--- config.mk ---
export PLATFORM = sky130hd
export DESIGN_NAME = judge_sched_flat
export DESIGN_NICKNAME = d
export VERILOG_FILES = /design/src/rtl/judge_sched_if.sv /design/src/rtl/judge_sched.sv /design/src/flat_wrapper.sv
export SDC_FILE = /design/constraint.sdc
export NUM_CORES = 1
export LEC_CHECK = 0
export ABC_AREA = 1
export CORE_MARGIN = 2
export CORE_UTILIZATION = 40
export DETAILED_ROUTE_END_ITERATION = 12
export HOLD_SLACK_MARGIN = 0.15
export PLACE_DENSITY_LB_ADDON = 0.12
export SKIP_CTS_REPAIR_TIMING = 1
export SYNTH_ARGS = -nofsm -noshare
export SYNTH_HDL_FRONTEND = slang
export SYNTH_HIERARCHICAL = 1
export SYNTH_SLANG_ARGS = --single-unit
--- constraint.sdc ---
create_clock -name clk -period 7.3 [get_ports clk]
set_clock_uncertainty 0.05 [all_clocks]
set_input_delay 1.46 -clock clk [delete_from_list [all_inputs] [get_ports clk]]
set_output_delay 1.46 -clock clk [all_outputs]
set_load 0.005 [all_outputs]
--- src/rtl/judge_sched_if.sv ---
// Judge-stream bundle between the lane judges / score controller and judge_sched.
interface judge_sched_if #(
    parameter int LANES = 4
);
    logic                 i_clear;
    logic                 i_pause;
    logic [LANES-1:0]     i_lane_valid;
    logic [2*LANES-1:0]   i_lane_judge;
    logic [1:0]           o_judge;
    logic                 o_valid;
    logic [2:0]           o_lane;
    logic [LANES-1:0]     o_overflow;
    logic [15:0]          o_combo;
    logic [15:0]          o_max_combo;

    modport master (
        output i_clear, i_pause, i_lane_valid, i_lane_judge,
        input  o_judge, o_valid, o_lane, o_overflow, o_combo, o_max_combo
    );
    modport slave (
        input  i_clear, i_pause, i_lane_valid, i_lane_judge,
        output o_judge, o_valid, o_lane, o_overflow, o_combo, o_max_combo
    );
endinterface

--- src/rtl/judge_sched.sv ---
// Round-robin serializer of per-lane judge events into one 2-bit stream, idle (00) after each event.
// Define JUDGE_COMBO_EN to build the combo / max-combo counters; otherwise they read 0.

// One pending event slot per lane.
module judge_lane (
    input  logic       clk,
    input  logic       rst,
    input  logic       i_clear,
    input  logic       i_valid,
    input  logic [1:0] i_code,
    input  logic       i_grant,
    output logic       o_pend,
    output logic [1:0] o_code,
    output logic       o_ovf
);
    logic       pend_q, pend_d;
    logic [1:0] code_q, code_d;
    logic       ovf_q, ovf_d;
    logic       capture;

    always_comb begin
        capture = i_valid && (i_code != 2'b00);
        pend_d  = pend_q;
        code_d  = code_q;
        ovf_d   = ovf_q;
        if (i_clear) begin
            pend_d = 1'b0;
            code_d = 2'b00;
            ovf_d  = 1'b0;
        end else if (i_grant) begin
            // Slot frees on this edge, so a same-edge event refills it.
            pend_d = capture;
            if (capture) code_d = i_code;
        end else if (capture) begin
            if (pend_q) begin
                ovf_d = 1'b1;
            end else begin
                pend_d = 1'b1;
                code_d = i_code;
            end
        end
    end

    always_ff @(posedge clk or posedge rst) begin
        if (rst) begin
            pend_q <= 1'b0;
            code_q <= 2'b00;
            ovf_q  <= 1'b0;
        end else begin
            pend_q <= pend_d;
            code_q <= code_d;
            ovf_q  <= ovf_d;
        end
    end

    assign o_pend = pend_q;
    assign o_code = code_q;
    assign o_ovf  = ovf_q;
endmodule

module judge_sched #(
    parameter int LANES      = 4,
    parameter int GAP_CYCLES = 1
) (
    input  logic          clk,
    input  logic          rst,
    judge_sched_if.slave  bus
);
    typedef enum logic [1:0] {IDLE, ISSUE, GAP} state_t;

    state_t                 state_q, state_d;
    logic [3:0]             gap_q, gap_d;
    logic [2:0]             rr_q, rr_d;
    logic [1:0]             judge_q, judge_d;
    logic                   valid_q, valid_d;
    logic [2:0]             lane_q, lane_d;

    logic [LANES-1:0]       pend;
    logic [LANES-1:0][1:0]  lane_code;
    logic [LANES-1:0]       gnt_vec;
    logic [7:0]             pend8;
    logic [7:0][1:0]        code8;
    logic                   found;
    logic [2:0]             gnt_lane;
    logic [3:0]             idx;
    logic                   do_grant;

    for (genvar g = 0; g < LANES; g++) begin : g_lane
        judge_lane u_lane (
            .clk     (clk),
            .rst     (rst),
            .i_clear (bus.i_clear),
            .i_valid (bus.i_lane_valid[g]),
            .i_code  (bus.i_lane_judge[2*g+1 -: 2]),
            .i_grant (gnt_vec[g]),
            .o_pend  (pend[g]),
            .o_code  (lane_code[g]),
            .o_ovf   (bus.o_overflow[g])
        );
    end

    // Rotating priority search starting at rr_q, widened to 8 lanes for uniform indexing.
    always_comb begin
        pend8    = 8'(pend);
        code8    = '0;
        for (int i = 0; i < LANES; i++) code8[i] = lane_code[i];
        found    = 1'b0;
        gnt_lane = 3'd0;
        idx      = 4'd0;
        for (int i = 0; i < LANES; i++) begin
            idx = 4'({1'b0, rr_q}) + 4'(i);
            if (idx >= 4'(LANES)) idx = idx - 4'(LANES);
            if (!found && pend8[idx[2:0]]) begin
                found    = 1'b1;
                gnt_lane = idx[2:0];
            end
        end
    end

    always_comb begin
        state_d  = state_q;
        gap_d    = gap_q;
        rr_d     = rr_q;
        judge_d  = 2'b00;
        valid_d  = 1'b0;
        lane_d   = lane_q;
        do_grant = 1'b0;
        case (state_q)
            IDLE: begin
                if (found && !bus.i_pause) begin
                    do_grant = 1'b1;
                    state_d  = ISSUE;
                    judge_d  = code8[gnt_lane];
                    valid_d  = 1'b1;
                    lane_d   = gnt_lane;
                    rr_d     = (gnt_lane == 3'(LANES-1)) ? 3'd0 : gnt_lane + 3'd1;
                end
            end
            ISSUE: begin
                state_d = GAP;
                gap_d   = 4'd0;
            end
            GAP: begin
                if (gap_q == 4'(GAP_CYCLES-1)) state_d = IDLE;
                else                           gap_d   = gap_q + 4'd1;
            end
            default: state_d = IDLE;
        endcase
        if (bus.i_clear) begin
            state_d  = IDLE;
            gap_d    = 4'd0;
            rr_d     = 3'd0;
            judge_d  = 2'b00;
            valid_d  = 1'b0;
            lane_d   = 3'd0;
            do_grant = 1'b0;
        end
    end

    always_comb begin
        for (int i = 0; i < LANES; i++) gnt_vec[i] = do_grant && (gnt_lane == 3'(i));
    end

    always_ff @(posedge clk or posedge rst) begin
        if (rst) begin
            state_q <= IDLE;
            gap_q   <= 4'd0;
            rr_q    <= 3'd0;
            judge_q <= 2'b00;
            valid_q <= 1'b0;
            lane_q  <= 3'd0;
        end else begin
            state_q <= state_d;
            gap_q   <= gap_d;
            rr_q    <= rr_d;
            judge_q <= judge_d;
            valid_q <= valid_d;
            lane_q  <= lane_d;
        end
    end

    assign bus.o_judge = judge_q;
    assign bus.o_valid = valid_q;
    assign bus.o_lane  = lane_q;

`ifdef JUDGE_COMBO_EN
    logic [15:0] combo_q, combo_d;
    logic [15:0] max_q, max_d;

    always_comb begin
        combo_d = combo_q;
        max_d   = max_q;
        if (bus.i_clear) begin
            combo_d = 16'd0;
            max_d   = 16'd0;
        end else if (do_grant) begin
            // Hits (11/10) extend the combo; a Miss (01) breaks it.
            if (judge_d[1]) combo_d = (combo_q == 16'hFFFF) ? combo_q : combo_q + 16'd1;
            else            combo_d = 16'd0;
            if (combo_d > max_q) max_d = combo_d;
        end
    end

    always_ff @(posedge clk or posedge rst) begin
        if (rst) begin
            combo_q <= 16'd0;
            max_q   <= 16'd0;
        end else begin
            combo_q <= combo_d;
            max_q   <= max_d;
        end
    end

    assign bus.o_combo     = combo_q;
    assign bus.o_max_combo = max_q;
`else
    assign bus.o_combo     = 16'd0;
    assign bus.o_max_combo = 16'd0;
`endif
endmodule

--- src/flat_wrapper.sv ---
// flat-port wrapper written by rule: the top's interface ports become plain ports
module judge_sched_flat 
#(
    parameter int LANES      = 4,
    parameter int GAP_CYCLES = 1
)
  (clk, rst, bus_i_clear, bus_i_pause, bus_i_lane_valid, bus_i_lane_judge, bus_o_judge, bus_o_valid, bus_o_lane, bus_o_overflow, bus_o_combo, bus_o_max_combo);
  judge_sched_if #(.LANES(LANES)) bus_i ();
  input  logic clk;
  input  logic rst;
  input wire logic [$bits(bus_i.i_clear)-1:0] bus_i_clear;
  input wire logic [$bits(bus_i.i_pause)-1:0] bus_i_pause;
  input wire logic [$bits(bus_i.i_lane_valid)-1:0] bus_i_lane_valid;
  input wire logic [$bits(bus_i.i_lane_judge)-1:0] bus_i_lane_judge;
  output wire logic [$bits(bus_i.o_judge)-1:0] bus_o_judge;
  output wire logic [$bits(bus_i.o_valid)-1:0] bus_o_valid;
  output wire logic [$bits(bus_i.o_lane)-1:0] bus_o_lane;
  output wire logic [$bits(bus_i.o_overflow)-1:0] bus_o_overflow;
  output wire logic [$bits(bus_i.o_combo)-1:0] bus_o_combo;
  output wire logic [$bits(bus_i.o_max_combo)-1:0] bus_o_max_combo;
  assign bus_i.i_clear = bus_i_clear;
  assign bus_i.i_pause = bus_i_pause;
  assign bus_i.i_lane_valid = bus_i_lane_valid;
  assign bus_i.i_lane_judge = bus_i_lane_judge;
  assign bus_o_judge = bus_i.o_judge;
  assign bus_o_valid = bus_i.o_valid;
  assign bus_o_lane = bus_i.o_lane;
  assign bus_o_overflow = bus_i.o_overflow;
  assign bus_o_combo = bus_i.o_combo;
  assign bus_o_max_combo = bus_i.o_max_combo;
  judge_sched #(.LANES(LANES), .GAP_CYCLES(GAP_CYCLES)) u_core (.clk(clk), .rst(rst), .bus(bus_i));
endmodule
==> out/metrics.cfg, run 1 <==
[setup_path]
path_class = in2reg
r2r_cells = 18
rrSetupSlack_ps = 4450
cp.required_ps = 7390
crit_path_max_incr_delay_ps = 730
path_cells = clkdlybuf4s50_1, inv_1, nand3_1, nor2_1, inv_1, nand2_1, inv_1, nor2_1, nor2_1
worstPathArrival_ps = 3460
crit_fanout = 15
cp_top_family = buffers and inverters
cp.buffers_inverters = 4
reg2reg_to = u_core/g_lane[1].u_lane/o_pend$_DFFE_PP0P_
start_kind = input port
reg2reg_from = u_core/rr_q[0]$_DFFE_PP0P_
slowest_stage = clkdlybuf4s50_1
end_kind = flop
path_depth = 9

[cts]
cts_root_buf = clkbuf_8
cts_buffers = 5
clk_path_buf_depth = 2
cts_sinks = 31
cts_tree = yes
h-tree-depth = 2
cts.clk_slew.worst_paths_ps = 70
worstSkewPairLatency_ps = 280

[synthesis]
synthMuxAreaShare = 0
synthXorXnorAreaFrac = 0
async_flop_share = 1.00
synth_seq_cells = 31
yosys.area_share.simple = 0.306
synth_compound_gate_area_share = 0.0553
syn_area_per_cell_um2 = 7.44
synth_adder_area_share = 0.0466
synth.distinct_cells = 28
syn_inst = 289
synth_warnings = 6
synth_edf_count = 0
synth.largest_area_cell = dfrtp_1
synth_top_family_by_area = simple AND/OR/NAND/NOR gates
yosysSeqAreaShare = 0.361
synth_area_um2 = 2150
synth_area_leaders = dfrtp_1 (36%), buf_4 (11%), inv_1 (10%), nand3_1 (7.5%), nand2_1 (7.3%)
synth_flop_cell = dfrtp_1
synth_top_cell_area_share = 0.361

[run]
maxCapViolations = 0

[sta]
max_freq_mhz = 297
worst_pin_slew_ps = 639
period_needed_ps = 3360
fin_crit_sh = 0.460
setup_tns_ps = 0
grt_setup_unrepaired = false
setup_violations = 0
holdWs_ps = 421
hold_viol = 0
slew_headroom = 0.573
report.final.slew_viol_count = 0
setup_ws_ps = 3940

[placed_design]
dpl.hpwl_mm = 3.11
place_congestion = 0.815
dp_slack_ps = 3630
numPortBuffers = 25
postPlaceCellArea_um2 = 2360
dp_cells = 382

[worst_hold_path]
hold_class = reg2reg
holdCritStartpoint = u_core/gap_q[3]$_DFFE_PP0P_
hold_end = u_core/gap_q[3]$_DFFE_PP0P_
whs_path_depth = 1

[route]
firstDrtPassIters = 5
vias = 1686
postRouteAntennaNets = 0
vias_per_cell = 4.32
drc = 0
wl_per_cell_um = 9.98
wirelength_mm = 3.89
drtIter0Drc = 67

[power_and_ir_drop]
p_leak_nw = 1.33
power_mw = 0.639
ir_drop_v = 0.000111
power.density_nw_per_um2 = 260

[finish]
syn_to_final_growth_pct = 14.6
post_layout_nonfiller_instances = 390
finish.utilization = 0.479
drive_above_1_share = 0.125
fin_area_um2 = 2460
nNetsFinal = 343
antenna_cells = 0

[global_route]
grt_pass1_wl_mm = 6.53
grt_pass1_vias = 1472
grt.overflow.total = 0
grt_antenna_before_repair = 0
grt_start_max_net_pins = 16
groute.usage.overall = 0.137

[die]
die_h_um = 77.3
fp-row-count = 26
core_area_um2 = 5140
initial_core_util = 0.418
ios = 58
fp.dieW_um = 77.3
fp.dieArea_um2 = 5980

[outcome]
status = complete, no violations

where the power goes:
part	total [mW]	switching, mW	internal, mW	leakage [nW]
Combinational	0.280	0.175	0.105	0.862
Sequential	0.210	0.0155	0.194	0.420
Clock	0.149	0.0635	0.0857	0.0505
how the worst max path moves through the flow:
stage | to | from | slack, ps
4_1_cts | u_core/g_lane[1].u_lane/o_pend$_DFFE_PP0P_ | bus_i_clear | 3930
6_report | u_core/g_lane[1].u_lane/o_pend$_DFFE_PP0P_ | bus_i_clear | 3940
3_5_place_dp | u_core/g_lane[1].u_lane/o_pend$_DFFE_PP0P_ | bus_i_clear | 3630
3_3_place_gp | u_core/g_lane[1].u_lane/o_pend$_DFFE_PP0P_ | bus_i_clear | 3700
5_1_grt | u_core/g_lane[1].u_lane/o_pend$_DFFE_PP0P_ | bus_i_clear | 3740
2_1_floorplan | u_core/g_lane[0].u_lane/o_code[0]$_DFFE_PP0P_ | bus_i_pause | 4890
cells in the final DEF (no fill, tap or decap), drive strengths merged, types with 8 or more instances in the layout:
cell type,count
a21oi,9
clkdlybuf4s50,25
conb,32
dfrtp,31
ha,8
inv,66
nand2,51
nand3,34
nand4,12
nor2,29
layer usage:
layer  share of wire  track usage  vias up
met5               0            0        -
li1                -            -      890
met1            0.49        0.178      747
met2            0.46        0.223       45
met4           0.013       0.0482        0
met3           0.043       0.0318        4
cell type report:
class,instances,area [um2]
well taps,70,87.6
repair buffers,25,250
clock buffers,7,96.3
flip-flops and latches,31,776
fillers,534,2680
multi-input cells,190,997
clock inverters,1,7.51
inverters,66,248
cells in the mapped netlist (2+ instances only):
cell type / number
inv_1: 58
nand2_1: 42
buf_4: 32
nand3_1: 32
dfrtp_1: 31
nor2_1: 21
nand4_1: 12
ha_1: 8
inv_2: 8
nand2_2: 8
a21oi_1: 5
a21oi_2: 4
nor2_2: 4
nor2_4: 4
o21ai_0: 4
nand3_2: 2
nand3b_1: 2
o21ai_1: 2
cell families (layout without fill, tap and decap cells):
group	count (synthesis)	after routing
compound gates	19	19
buf+inv	99	99
other cells	1	32
flops	31	31
fa+ha+maj	8	8
simple gates	131	131
state kept, by name, indices dropped and copies added (netlist names):
register                     cells
u_core/bus.o_judge               2
u_core/bus.o_lane                3
u_core/state_q                   2
u_core/g_lane.u_lane/o_pend      4
u_core/g_lane.u_lane/o_code      8
u_core/g_lane.u_lane/o_ovf       4
u_core/gap_q                     4
u_core/bus.o_valid               1
u_core/rr_q                      3
Power figures use the tool's default switching activity.
==> inputs of run 2 (changes only) <==
clock period = 3 ns   (was 7.3 ns; I/O delays follow)
==> run 2 against run 1 <==
Compared with the run above:
- utilization grew 0.44 points
- critical path depth grew 10
- highest routed layer unchanged
- die area is the same
- total power grew to 2.5 times the previous value
- clock power grew to 2.7 times the previous value
- count of clock-buffer cells in the layout shrank 1
- worst setup slack lost 3600 ps
==> out/metrics.cfg, run 2 (same netlist as run 1, synthesis figures left out) <==
[global_route]
grt_pass1_vias = 1580
grt_antenna_before_repair = 0
grt.overflow.total = 0
grt_start_max_net_pins = 16
groute.usage.overall = 0.145
grt_pass1_wl_mm = 6.85

[setup_path]
worstPathArrival_ps = 2780
crit_fanout = 9
end_kind = flop
cp.buffers_inverters = 7
slowest_stage = dfrtp_2
r2r_cells = 19
cp_top_family = simple AND/OR/NAND/NOR gates
crit_path_max_incr_delay_ps = 420
start_kind = flop
path_cells = inv_2, ha_1, inv_1, nand3_1, nand3_2, nor2_1, inv_1, nand2_1, nand2_2, nand2_2, inv_1, ha_1, inv_1, nor2_1, inv_1, nand2_1, inv_1, nand2_2, a21oi_2
cpMostUsedCell = inv_1
path_depth = 19
cp.required_ps = 3160
path_class = reg2reg

[cts]
cts_buffers = 5
h-tree-depth = 2
clk_path_buf_depth = 2
cts.clk_slew.worst_paths_ps = 70
cts_root_buf = clkbuf_8
cts_tree = yes
worstSkewPairLatency_ps = 280
cts_sinks = 31

[route]
firstDrtPassIters = 4
wl_per_cell_um = 10.5
vias_per_cell = 4.41
wirelength_mm = 4.13
vias = 1730
postRouteAntennaNets = 0
drtIter0Drc = 62
drc = 0

[sta]
worst_pin_slew_ps = 620
fin_crit_sh = 0.873
report.final.slew_viol_count = 0
hold_viol = 0
setup_violations = 0
setup_tns_ps = 0
period_needed_ps = 2620
slew_headroom = 0.587
grt_setup_unrepaired = false
max_freq_mhz = 382
holdWs_ps = 418
setup_ws_ps = 380

[finish]
final_common_cell = inv_1
fin_area_um2 = 2480
post_layout_nonfiller_instances = 392
largest_reg_flops = 8
antenna_cells = 0
nNetsFinal = 346
drive_above_1_share = 0.130
syn_to_final_growth_pct = 15.6
final_cell_mix = inv_1 (58), nand2_1 (42), nand3_1 (32), conb_1 (32), dfrtp_1 (30)

[power_and_ir_drop]
seqPwrFrac = 0.317
ir_drop_v = 0.000246
p_sw_frac = 0.390
p_leak_nw = 1.35
p_switching_mw = 0.627
combinationalPowerShare = 0.435
clkPwrFrac = 0.248
p_int_mw = 0.980
power.density_nw_per_um2 = 647

[placed_design]
dp_cells = 385
numPortBuffers = 25
dp_slack_ps = 341
dpl.hpwl_mm = 3.29
postPlaceCellArea_um2 = 2380
place_congestion = 0.870

[die]
fp-row-count = 26
fp.dieW_um = 77.3
die_h_um = 77.3
core_area_um2 = 5140
initial_core_util = 0.418
fp.dieArea_um2 = 5980
ios = 58

[worst_hold_path]
whs_path_depth = 1
hold_class = reg2reg

[run]
maxCapViolations = 0

[outcome]
status = complete, no violations

==> run 2: changes by cell type in the layout (fill, tap and decap cells not counted), sizes merged <==
cell / previous run / this run
clkinvlp: 1 / 0
clkbuf: 7 / 6
buf: 0 / 3
bufinv: 0 / 1
==> run 2: power by group through the flow <==
stage / clock network [mW] / registers, mW / logic [mW]
4_1_cts: 0.410 / 0.509 / 0.700
6_report: 0.398 / 0.509 / 0.700
3_3_place_gp: 0 / 0.516 / 0.695
3_5_place_dp: 0 / 0.517 / 0.695
2_1_floorplan: 0 / 0.511 / 0.522
5_1_grt: 0.420 / 0.516 / 0.798
==> run 2: worst paths after layout <==
| check | slack (ps) | startpoint | endpoint |
|---|---|---|---|
| hold / removal | 420 | u_core/gap_q[3]$_DFFE_PP0P_ | u_core/gap_q[3]$_DFFE_PP0P_ |
| setup reg to reg | 380 | u_core/rr_q[0]$_DFFE_PP0P_ | u_core/g_lane[1].u_lane/o_ovf$_DFFE_PP0P_ |
| max in group asynchronous | 1660 | rst | u_core/rr_q[0]$_DFFE_PP0P_ |
| hold reg to reg | 420 | u_core/gap_q[3]$_DFFE_PP0P_ | u_core/gap_q[3]$_DFFE_PP0P_ |
| setup / recovery | 380 | u_core/rr_q[0]$_DFFE_PP0P_ | u_core/g_lane[1].u_lane/o_ovf$_DFFE_PP0P_ |
| min in group asynchronous | 600 | rst | u_core/g_lane[0].u_lane/o_ovf$_DFFE_PP0P_ |
==> run 2: worst register-to-register path, stage by stage, from the launching register on <==
cell and delay, ps:
dfrtp_2 420, inv_2 100, ha_1 350, inv_1 80
nand3_1 90, nand3_2 100, nor2_1 140, inv_1 80
nand2_1 80, nand2_2 90, nand2_2 140, inv_1 100
ha_1 200, inv_1 50, nor2_1 40, inv_1 50
nand2_1 100, inv_1 110, nand2_2 60, a21oi_2 100
==> run 2: through the flow <==
step / power, mW / utilization
after CTS: 1.62 / 0.483
after global placement: 1.21 / 0.463
after detailed placement: 1.21 / 0.463
final: 1.61 / 0.483
after global routing: 1.73 / 0.483
after floorplan: 1.03 / -
==> run 2: layout make-up <==
cell class	instances	area, um2
Fill cell	549	2660
Multi-Input combinational cell	190	997
Sequential cell	31	777
Timing Repair Buffer	28	273
Inverter	66	248
Tap cell	70	87.6
Clock buffer	6	72.6
Clock inverter	1	30.0
==> run 2: per-layer routing <==
metal | vias up | track usage | part of all wire
met4 | 0 | 0.0536 | 0.014
li1 | 896 | - | -
met2 | 41 | 0.251 | 0.48
met1 | 789 | 0.178 | 0.46
met3 | 4 | 0.0271 | 0.042
met5 | - | 0 | 0
==> inputs of run 3 (changes only) <==
CTS_BUF_LIST = sky130_fd_sc_hd__clkbuf_8   (was default)
CTS_CLUSTER_DIAMETER = 40   (was default)
==> run 3 against run 2 <==
Compared with the run above:
- worst setup slack gained 2.9 ps
- die area is the same
- global-route usage is the same
- sequential power is essentially flat
- cell count is the same
- wire length is essentially flat
- total power shrank 0.17%
==> out/metrics.cfg, run 3 (same netlist as run 1, synthesis figures left out) <==
[die]
fp.dieW_um = 77.3
die_h_um = 77.3
ios = 58
core_area_um2 = 5140
initial_core_util = 0.418
fp-row-count = 26
fp.dieArea_um2 = 5980

[power_and_ir_drop]
p_leak_nw = 1.35
power.density_nw_per_um2 = 645
ir_drop_v = 0.000248
power_mw = 1.60

[route]
postRouteAntennaNets = 0
vias = 1733
vias_per_cell = 4.42
wirelength_mm = 4.13
drc = 0
drtIter0Drc = 62
firstDrtPassIters = 4
wl_per_cell_um = 10.5

[placed_design]
numPortBuffers = 25
dp_cells = 385
dpl.hpwl_mm = 3.29
place_congestion = 0.870
postPlaceCellArea_um2 = 2380

[finish]
post_layout_nonfiller_instances = 392
syn_to_final_growth_pct = 15.6
final_common_cell = inv_1
largest_reg_flops = 8
final_cell_mix = inv_1 (59), nand2_1 (42), nand3_1 (32), conb_1 (32), dfrtp_1 (30)
antenna_cells = 0
fin_area_um2 = 2480
drive_above_1_share = 0.130
nNetsFinal = 346

[worst_hold_path]
hold_class = reg2reg

[setup_path]
worstPathArrival_ps = 2740
cp.required_ps = 3120
end_kind = flop
crit_fanout = 9
start_kind = flop
path_class = reg2reg

[sta]
report.final.slew_viol_count = 0
slew_headroom = 0.586
fin_crit_sh = 0.872
period_needed_ps = 2620
hold_viol = 0
grt_setup_unrepaired = false
setup_violations = 0
worst_pin_slew_ps = 620
max_freq_mhz = 382
setup_tns_ps = 0

[global_route]
grt_start_max_net_pins = 16
grt_pass1_vias = 1580
grt_pass1_wl_mm = 6.85
grt_antenna_before_repair = 0
grt.overflow.total = 0
groute.usage.overall = 0.145

[cts]
h-tree-depth = 2
cts_buffers = 5
worstSkewPairLatency_ps = 280
cts_sinks = 31
clk_path_buf_depth = 2
cts_root_buf = clkbuf_8
cts_tree = yes
cts.clk_slew.worst_paths_ps = 70

[run]
maxCapViolations = 0

[outcome]
status = complete, no violations

==> run 3: worst paths after layout <==
| path | cells after the start | slack [ps] | startpoint | end |
|---|---|---|---|---|
| max | 19 | 380 | u_core/rr_q[0]$_DFFE_PP0P_ | u_core/g_lane[1].u_lane/o_code[1]$_DFFE_PP0P_ |
| min | 1 | 420 | u_core/gap_q[3]$_DFFE_PP0P_ | u_core/gap_q[3]$_DFFE_PP0P_ |
| max reg2reg | 19 | 380 | u_core/rr_q[0]$_DFFE_PP0P_ | u_core/g_lane[1].u_lane/o_code[1]$_DFFE_PP0P_ |
| min reg2reg | 1 | 420 | u_core/gap_q[3]$_DFFE_PP0P_ | u_core/gap_q[3]$_DFFE_PP0P_ |
| max in group asynchronous | 2 | 1660 | rst | u_core/rr_q[0]$_DFFE_PP0P_ |
| min in group asynchronous | 2 | 600 | rst | u_core/g_lane[0].u_lane/o_ovf$_DFFE_PP0P_ |
==> run 3: per-layer routing <==
layer,share of wire,GRT usage,wire length [um]
met5,0,0,0
met4,0.014,0.0536,58
met3,0.045,0.0271,185
met2,0.48,0.251,1990
met1,0.46,0.178,1890
==> run 3: worst max-delay path, cell delays in order, from the launching register on <==
cell	delay (ps)
dfrtp_2	450
inv_2	150
ha_1	290
inv_1	100
nand3_1	90
nand3_2	100
nor2_1	60
inv_1	80
nand2_1	70
nand2_2	120
nand2_2	120
inv_1	130
ha_1	150
inv_1	40
nor2_1	90
inv_1	40
nand2_1	120
nand3_1	110
nand3_1	80
nand2_1	50
==> run 3: through the flow <==
step           utilization  worst slack [ps]  hold slack, ps
3_5_place_dp         0.463               341             408
4_1_cts              0.483               313             426
6_report             0.483               383             418
2_1_floorplan            -               638             316
5_1_grt              0.483              71.8             453
3_3_place_gp         0.463               390             406
==> run 3: final cells by class <==
type / instances / area, um2
clock buffer: 5 / 68.8
clock inverter: 2 / 33.8
fill: 549 / 2660
inverter: 66 / 248
multi-input combinational: 190 / 997
sequential: 31 / 777
tap: 70 / 87.6
timing repair buffer: 28 / 273
==> run 3: report_power, final <==
group	switching (mW)	internal (mW)	total (mW)
combinational	0.436	0.264	0.699
sequential	0.0358	0.473	0.509
clock	0.156	0.240	0.396
